===== config.mk =====
export PLATFORM = sky130hd
export DESIGN_NAME = alu_multicycle
export DESIGN_NICKNAME = d
export VERILOG_FILES = /design/src/rtl/alu_multicycle.sv
export SDC_FILE = /design/constraint.sdc
export NUM_CORES = 1
export LEC_CHECK = 0
export CORE_MARGIN = 2
export CORE_UTILIZATION = 50
export DETAILED_ROUTE_END_ITERATION = 7
export PLACE_DENSITY = 0.72
export REMOVE_ABC_BUFFERS = 1
export SKIP_LAST_GASP = 1
export SLEW_MARGIN = 20
export SYNTH_ARGS = -nofsm -noshare
export SYNTH_HDL_FRONTEND = slang
export SYNTH_SLANG_ARGS = --single-unit

===== constraint.sdc =====
create_clock -name clk -period 3.15 [get_ports clk]
set_input_delay 0.4725 -clock clk [delete_from_list [all_inputs] [get_ports clk]]
set_output_delay 0.4725 -clock clk [all_outputs]
set_load 0.05 [all_outputs]

===== src/rtl/alu_multicycle.sv =====
// Multi-cycle ALU: single-cycle arithmetic/logic/shift ops with an
// ITHSVNZC status register, plus an iterative shift-add multiplier.
module alu_multicycle #(
  parameter int WIDTH = 8
) (
  input  logic             clk,
  input  logic             reset,
  input  logic             start,
  input  logic [2:0]       op,
  input  logic             use_carry,
  input  logic [WIDTH-1:0] a,
  input  logic [WIDTH-1:0] b,
  input  logic             sreg_we,
  input  logic [7:0]       sreg_wdata,
  output logic             busy,
  output logic             done,
  output logic [WIDTH-1:0] q,
  output logic [WIDTH-1:0] q_hi,
  output logic [7:0]       sreg
);

  localparam int M  = WIDTH - 1;
  localparam int CW = $clog2(WIDTH);

  localparam logic [2:0] OP_ADD = 3'd0;
  localparam logic [2:0] OP_SUB = 3'd1;
  localparam logic [2:0] OP_MUL = 3'd2;
  localparam logic [2:0] OP_LSL = 3'd3;
  localparam logic [2:0] OP_LSR = 3'd4;
  localparam logic [2:0] OP_AND = 3'd5;
  localparam logic [2:0] OP_OR  = 3'd6;
  localparam logic [2:0] OP_XOR = 3'd7;

  typedef enum logic {
    S_IDLE,
    S_MUL
  } state_t;

  state_t state, state_nx;

  logic [2*WIDTH-1:0] mcand, acc, acc_add;
  logic [WIDTH-1:0]   mplier;
  logic [CW-1:0]      cnt;

  logic             accept, mul_last, cin;
  logic [WIDTH:0]   ax, bx, cx, ext;
  logic [WIDTH-1:0] r;
  logic [7:0]       fl;

  assign busy     = (state == S_MUL);
  assign accept   = start && (state == S_IDLE);
  assign mul_last = (state == S_MUL) && (cnt == CW'(WIDTH - 1));
  assign acc_add  = acc + (mplier[0] ? mcand : '0);

  assign cin = use_carry & sreg[0];
  assign ax  = {1'b0, a};
  assign bx  = {1'b0, b};
  assign cx  = {{WIDTH{1'b0}}, cin};

  always_ff @(posedge clk) begin
    if (reset) state <= S_IDLE;
    else       state <= state_nx;
  end

  always_comb begin
    state_nx = state;
    unique case (state)
      S_IDLE: if (accept && op == OP_MUL) state_nx = S_MUL;
      S_MUL:  if (mul_last) state_nx = S_IDLE;
    endcase
  end

  // Half carry/borrow at bit 4 recovered as a4 ^ b4 ^ sum4.
  always_comb begin
    r   = '0;
    fl  = sreg;
    ext = '0;
    unique case (op)
      OP_ADD: begin
        ext   = ax + bx + cx;
        r     = ext[M:0];
        fl[0] = ext[WIDTH];
        fl[5] = ax[4] ^ bx[4] ^ ext[4];
        fl[3] = (a[M] == b[M]) && (r[M] != a[M]);
      end
      OP_SUB: begin
        ext   = ax - bx - cx;
        r     = ext[M:0];
        fl[0] = ext[WIDTH];
        fl[5] = ax[4] ^ bx[4] ^ ext[4];
        fl[3] = (a[M] != b[M]) && (r[M] != a[M]);
      end
      OP_MUL: ;
      OP_LSL: begin
        r     = {a[M-1:0], cin};
        fl[0] = a[M];
        fl[5] = a[3];
        fl[3] = r[M] ^ a[M];
      end
      OP_LSR: begin
        r     = {cin, a[M:1]};
        fl[0] = a[0];
        fl[3] = r[M] ^ a[0];
      end
      OP_AND: begin
        r     = a & b;
        fl[3] = 1'b0;
      end
      OP_OR: begin
        r     = a | b;
        fl[3] = 1'b0;
      end
      OP_XOR: begin
        r     = a ^ b;
        fl[3] = 1'b0;
      end
    endcase
    if (op != OP_MUL) begin
      fl[2] = r[M];
      fl[4] = r[M] ^ fl[3];
      fl[1] = (r == '0) &&
              !(op == OP_SUB && use_carry && !sreg[1]);
    end
  end

  always_ff @(posedge clk) begin
    if (reset) begin
      q      <= '0;
      q_hi   <= '0;
      sreg   <= '0;
      done   <= 1'b0;
      mcand  <= '0;
      mplier <= '0;
      acc    <= '0;
      cnt    <= '0;
    end else begin
      done <= 1'b0;
      if (accept) begin
        if (op == OP_MUL) begin
          mcand  <= {{WIDTH{1'b0}}, a};
          mplier <= b;
          acc    <= '0;
          cnt    <= '0;
        end else begin
          q    <= r;
          q_hi <= '0;
          sreg <= fl;
          done <= 1'b1;
        end
      end else if (state == S_MUL) begin
        acc    <= acc_add;
        mcand  <= mcand << 1;
        mplier <= mplier >> 1;
        cnt    <= cnt + 1'b1;
        if (mul_last) begin
          {q_hi, q} <= acc_add;
          sreg      <= {sreg[7:2], acc_add == '0, acc_add[2*WIDTH-1]};
          done      <= 1'b1;
        end
      end
      // A direct write overrides any flags produced at the same edge.
      if (sreg_we) sreg <= sreg_wdata;
    end
  end

endmodule


; ---- Word level (Yosys, flattened, before mapping)
; Cells that the tools add are included.
; Widths: inputs -> output; s select.
[op_classes]
n_shift = 0
multipliers = 0
magnitude_cmp = 0
n_reduce_logical = 28
bitwise_logic = 11
muxes = 39
n_addsub = 6
n_eq_ne = 19
n_div = 0
[ops]
columns = op, n
row1 = $mux 16, 7
row2 = $mux 8, 13
row3 = $pmux 8 s7, 1
row4 = $add 16x16->16, 1
row5 = $logic_not 16->1, 1
row6 = $eq 3x3->1 const B, 5
row7 = $add 8x8->9, 1
row8 = $add 9x1->9, 1
row9 = $mux 3, 3
row10 = $reduce_and 3->1, 3
row11 = $sub 8x8->9, 1
row12 = $sub 9x1->9, 1
row13 = $and 8x8->8, 1
row14 = $logic_and 1x1->1, 8
row15 = $logic_not 8->1, 1
row16 = $or 8x8->8, 1
row17 = $reduce_and 4->1, 2
row18 = $reduce_bool 2->1, 4
row19 = $xor 8x8->8, 1
row20 = $mux 1, 7
row21 = $eq 3x2->1 const B, 2
row22 = $mux 2, 3
row23 = $mux 6, 1
row24 = $ne 3x2->1 const B, 2
row25 = other kinds (21), 32
[totals]
regBits = 69
ram_bits = 0
mem_bits_ro = 0
wordCells = 117
out_inout_bits = 26
latch_bits = 0
mem_count = 0

; ---- Depth between registers and ports, before layout
[depth]
depth_word = 10
mapped_depth = 13
depth_no_buf = 13

; ---- Least setup slack after synthesis
; OpenSTA, ideal clock, no wires.
[synth_path]
path_type = reg2reg
startpoint = reg sreg[0]
endpoint = reg sreg[4]
path_stages_with_launch = 13
required_time_ns = 3.014
setup_time_ns = 0.136
synth_period_minus_slack_ns = 3.057
path_buffers = 0
t_arrival_ns = 2.921
slack_ns = 0.093
cell_sequence = dfxtp_1 > nand2_1 > inv_1 > fa_1 > inv_1 > ha_1 > o21ai_1 > a211oi_2 > a31oi_1 > and3_1 > a2111oi_4 > xor2_1 > o32ai_2
[synth_via]
elab_chain_cells = 10
elab_cells_between_ends = 15
[synth_lines]
columns = item, line
row1 = from (decl), 19  ; output logic [7:0] sreg
row2 = from (signal assigned), 147  ; sreg <= fl;
row3 = from (signal assigned), 157  ; sreg <= {sreg[7:2], acc_add == '0, acc_add[2*WIDTH-1]};
row4 = from (signal assigned), 162  ; if (sreg_we) sreg <= sreg_wdata;
row5 = $and 1x1->1 (*), 55  ; assign cin = use_carry & sreg[0];
row6 = $sub 9x1->9 / $add 9x1->9 (equally long branches), "87, 80"
row7 = "$ne 1x1->1, on equally long branches", "91, 84"
row8 = "$logic_and 1x1->1, on equally long branches", "91, 84"
row9 = $pmux 1 s5, 78  ; unique case (op)
row10 = $xor 1x1->1 (*), 120  ; fl[4] = r[M] ^ fl[3];
row11 = $mux 1 (*), 118  ; if (op != OP_MUL) begin
row12 = $mux 6 (*), 139  ; if (op == OP_MUL) begin
row13 = $mux 8 (*), 138  ; if (accept) begin
row14 = $mux 8 (*), 162
; Every way passes the cells marked *; elsewhere a longest branch is shown, timed or not. The select of a mux whose other input is x is not followed.
; A chain may end at the register's enable or synchronous reset.

; ---- Worst setup path after layout
[layout_path]
startpoint = in use_carry
endpoint = reg sreg[1]
[layout_via]
elab_chain_cells = 9
elab_cells_between_ends = 13
[layout_lines]
columns = item, line
row1 = from (decl), 10  ; input logic use_carry,
row2 = $and 1x1->1, 55
row3 = $sub 9x1->9 / $add 9x1->9 (equally long branches), "87, 80"
row4 = $pmux 8 s7, 78
row5 = $logic_not 8->1, 121  ; fl[1] = (r == '0) &&
row6 = $logic_and 1x1->1 (*), 121
row7 = $mux 2 (*), 118
row8 = $mux 6 (*), 139
row9 = $mux 8 (*), 138
row10 = $mux 8 (*), 162
; Marks and branches as above.

==> metrics.md <==
| Metric | Value |
|---|---|
| Run status | `finished, final reports clean` |
| Yosys reg bits | `69` |
| Initial antenna violation count | `0` |
| Final Hold Viols | `0` |
| Final ANT Viol Nets | `0` |
| Gr usage total | `27.5%` |
| Final period utilization | `between 90% and 100%` |
| Met1 wire length | `6630 um` |
| Number of port buffers | `57` |
| Critical path required time | `3.45 ns` |
| Drt wl/cell | `16.5 um` |
| Post-Syn Area | `roughly 5300 um2` |
| Clock Path Buffers | `2` |
| Area delta synth->final | `25.1%` |
| Avg Vias per Cell | `5.72` |
| Most common cell after layout, fill and taps aside | `nor2_1` |
| FFs w/ async S/R, synth | `0%` |
| CP endpoint kind | `register` |
| Insertion delay to the later sink of the worst-skew pair | `0.36 ns` |
| Tot Pwr | `2.38 mW` |
| Die area | `11300 um2` |
| Ys flop type | `dfxtp_1` |
| Number of synthesized flops with an enable pin | `0` |
| Synth warn | `0` |
| Post-CTS Hold Fix Bufs | `0` |
| Leak | `2.84 nW` |
| Register area | `approximately 1400 um2` |
| Max Cap Viol | `0` |
| Top Ports | `58` |
| # H-tree levels | `3` |
| Synth cell types | `71` |
| Syn avg cell area | `7.58 um2` |
| Period minus WS final | `2.96 ns` |
| DR WL met2 | `~7700 um` |
| CP Max Fanout | `3` |
| Nature of the critical path startpoint | `input port` |
| Critical Path AT | `3.26 ns` |
| Clk sinks | `69` |
| Top Layer Used | `met4` |
| PD cells | `362 nW/um2` |
| Reg2reg start | `mplier[0]$_SDFFE_PP0P_` |
| Diodes inserted | `0` |
| Worst Clk Skew | `around 0.018 ns` |
| Share of layout cells above drive strength 1 | `13.0%` |
| Final GP Congestion | `0.946` |
| Critical path class | `input port to register` |
| Area of the multi-input gates | `approximately 3600 um2` |
| Initial core utilization | `51.1%` |
| Max-slew violations | `0` |
| Mapped Cells | `693` |
| Clock root cell | `clkbuf_8` |
| Die width | `107 um` |
| Total CTS buffers | `9` |
| Post-DP HPWL | `11600 um` |
| Count of final setup violators | `0` |
| Most frequent cells in the layout | `nor2_1, nand2_1, dfxtp_1` |
| Vias in the first global route | `approximately 5200` |
| Pre-antenna DRT Iters | `6` |
| Nets@finish | `~870` |
| Fillcell total | `933` |
| VDD IR max | `about 0.24 mV` |
| CP Launch Point | `use_carry` |
| First-pass GRT wire length | `roughly 25000 um` |
| DR vias | `5300` |
| GRT overflow | `0` |
| Hold crit path type | `register to register` |
| Initial drt markers | `386` |
| Core ar. | `10300 um2` |
| Seq/Total Area, Yosys | `between 20% and 30%` |
| Clock slew at reported path FFs | `0.08 ns` |
| Drt drc | `0` |
| TritonCTS clock tree | `yes` |
| Post-Route WL | `15300 um` |
| Die Y | `around 110 um` |
| Pin count of the biggest net entering global routing | `70` |
| Fmax | `338 MHz` |
| Worst hold start | `q[4]$_SDFFE_PP0P_` |
| WL met3 | `615 um` |
| Worst slew pin tran | `0.721 ns` |
| Post-route setup TNS | `0 ns` |
| Slew Limit Headroom | `between 50% and 60%` |
| Num rows | `37` |
-- critical path, cell delays in order --
cell,delay [ns]
dlygate4sd2_1,0.28
nand2_2,0.11
inv_1,0.07
fa_1,0.58
inv_1,0.06
ha_1,0.17
o21ai_1,0.20
nand2_1,0.09
xor2_1,0.16
a221oi_2,0.32
nand2_1,0.14
nor4_4,0.25
buf_4,0.15
a41oi_1,0.10
o21ai_1,0.09
-- where the power goes --
group,leakage (nW),internal (mW),switching (mW)
Sequential,0.561,0.902,0.0239
Clock,0.0996,0.368,0.376
Combinational,2.17,0.315,0.397
Total,2.84,1.58,0.796
-- logic make-up after synthesis --
kind of cell	synth area share (%)
AND/OR/NAND/NOR	24.5
AO/OA/AOI/OAI	21.8
buffers and inverters	6.36
flip-flops	26.3
adder cells (fa/ha/maj)	13.1
XOR/XNOR	5.14
multiplexers	2.90
-- through the flow --
step                area (um2)  std cells  worst slack [ns]  hold slack, ns  utilization, %
floorplan                 5060        652            -0.558           0.453               -
global placement          6290        907            -0.377           0.439            61.2
detailed placement        6290        907            -0.510           0.457            61.2
CTS                       6510        923           0.00522           0.469            63.4
global route              6570        926          -0.00501           0.494            64.0
finish                    6570        926             0.188           0.462            64.0
-- synthesized netlist by cell type (3+ instances only) --
library cell / count / area (um2)
nor2_1: 101 / 379
nand2_1: 94 / 353
dfxtp_1: 69 / 1380
a21oi_1: 60 / 300
ha_1: 47 / 588
inv_1: 38 / 143
clkbuf_1: 24 / 90.1
and2_1: 17 / 106
o21ai_0: 17 / 85.1
nand3_1: 15 / 75.1
xnor2_1: 15 / 131
a311oi_1: 14 / 123
xor2_1: 14 / 123
nor3_1: 11 / 55.1
o21ai_1: 11 / 55.1
a211oi_1: 9 / 67.6
buf_2: 9 / 45.0
a22oi_1: 8 / 60.1
nor2b_1: 8 / 50.1
mux2i_1: 7 / 70.1
nand2b_1: 7 / 43.8
or3_1: 7 / 43.8
a21o_1: 5 / 37.5
a31oi_1: 5 / 31.3
fa_1: 5 / 100
a221oi_1: 4 / 35.0
nand3b_1: 4 / 30.0
nor3b_1: 4 / 30.0
buf_1: 3 / 11.3
buf_4: 3 / 22.5
nand4_1: 3 / 18.8
o21bai_1: 3 / 22.5
o31a_1: 3 / 26.3
-- final cells by class --
type                    count  share of cell area, %
repair buffers            122                   16.5
clock buffers               9                   1.88
well taps                 136                   2.59
flip-flops and latches     69                   21.0
clock inverters             7                   1.12
inverters                  38                   2.17
multi-input cells         545                   54.7
-- final timing paths --
check	endpoint	slack, ns	cells after the start
worst max-delay path	sreg[1]$_SDFFE_PP0P_	0.19	15
worst min-delay path	q[4]$_SDFFE_PP0P_	0.46	2
worst max register to register	sreg[1]$_SDFFE_PP0P_	0.19	10
worst min register to register	q[4]$_SDFFE_PP0P_	0.46	2
-- registers in the layout, summed over array words and instances (netlist names) --
name    flops
acc        16
mcand      16
mplier      8
q           8
q_hi        8
sreg        8
cnt         3
busy        1
done        1
-- timing repair --
action / 4_1_cts / 5_1_grt
resized for setup: 5 / 7
endpoints found under the setup margin: 1 / 6
buffers inserted: 0 / 3
endpoints found under the hold margin: 0 / 0
pin swaps: 1 / 5
-- routing by layer --
layer | up-vias | track usage, %
met5 | - | 0
li1 | 2597 | -
met4 | 0 | 10.1
met3 | 32 | 3.74
met2 | 135 | 48.0
met1 | 2536 | 34.6
No activity file was read; power rests on OpenSTA's default activity.
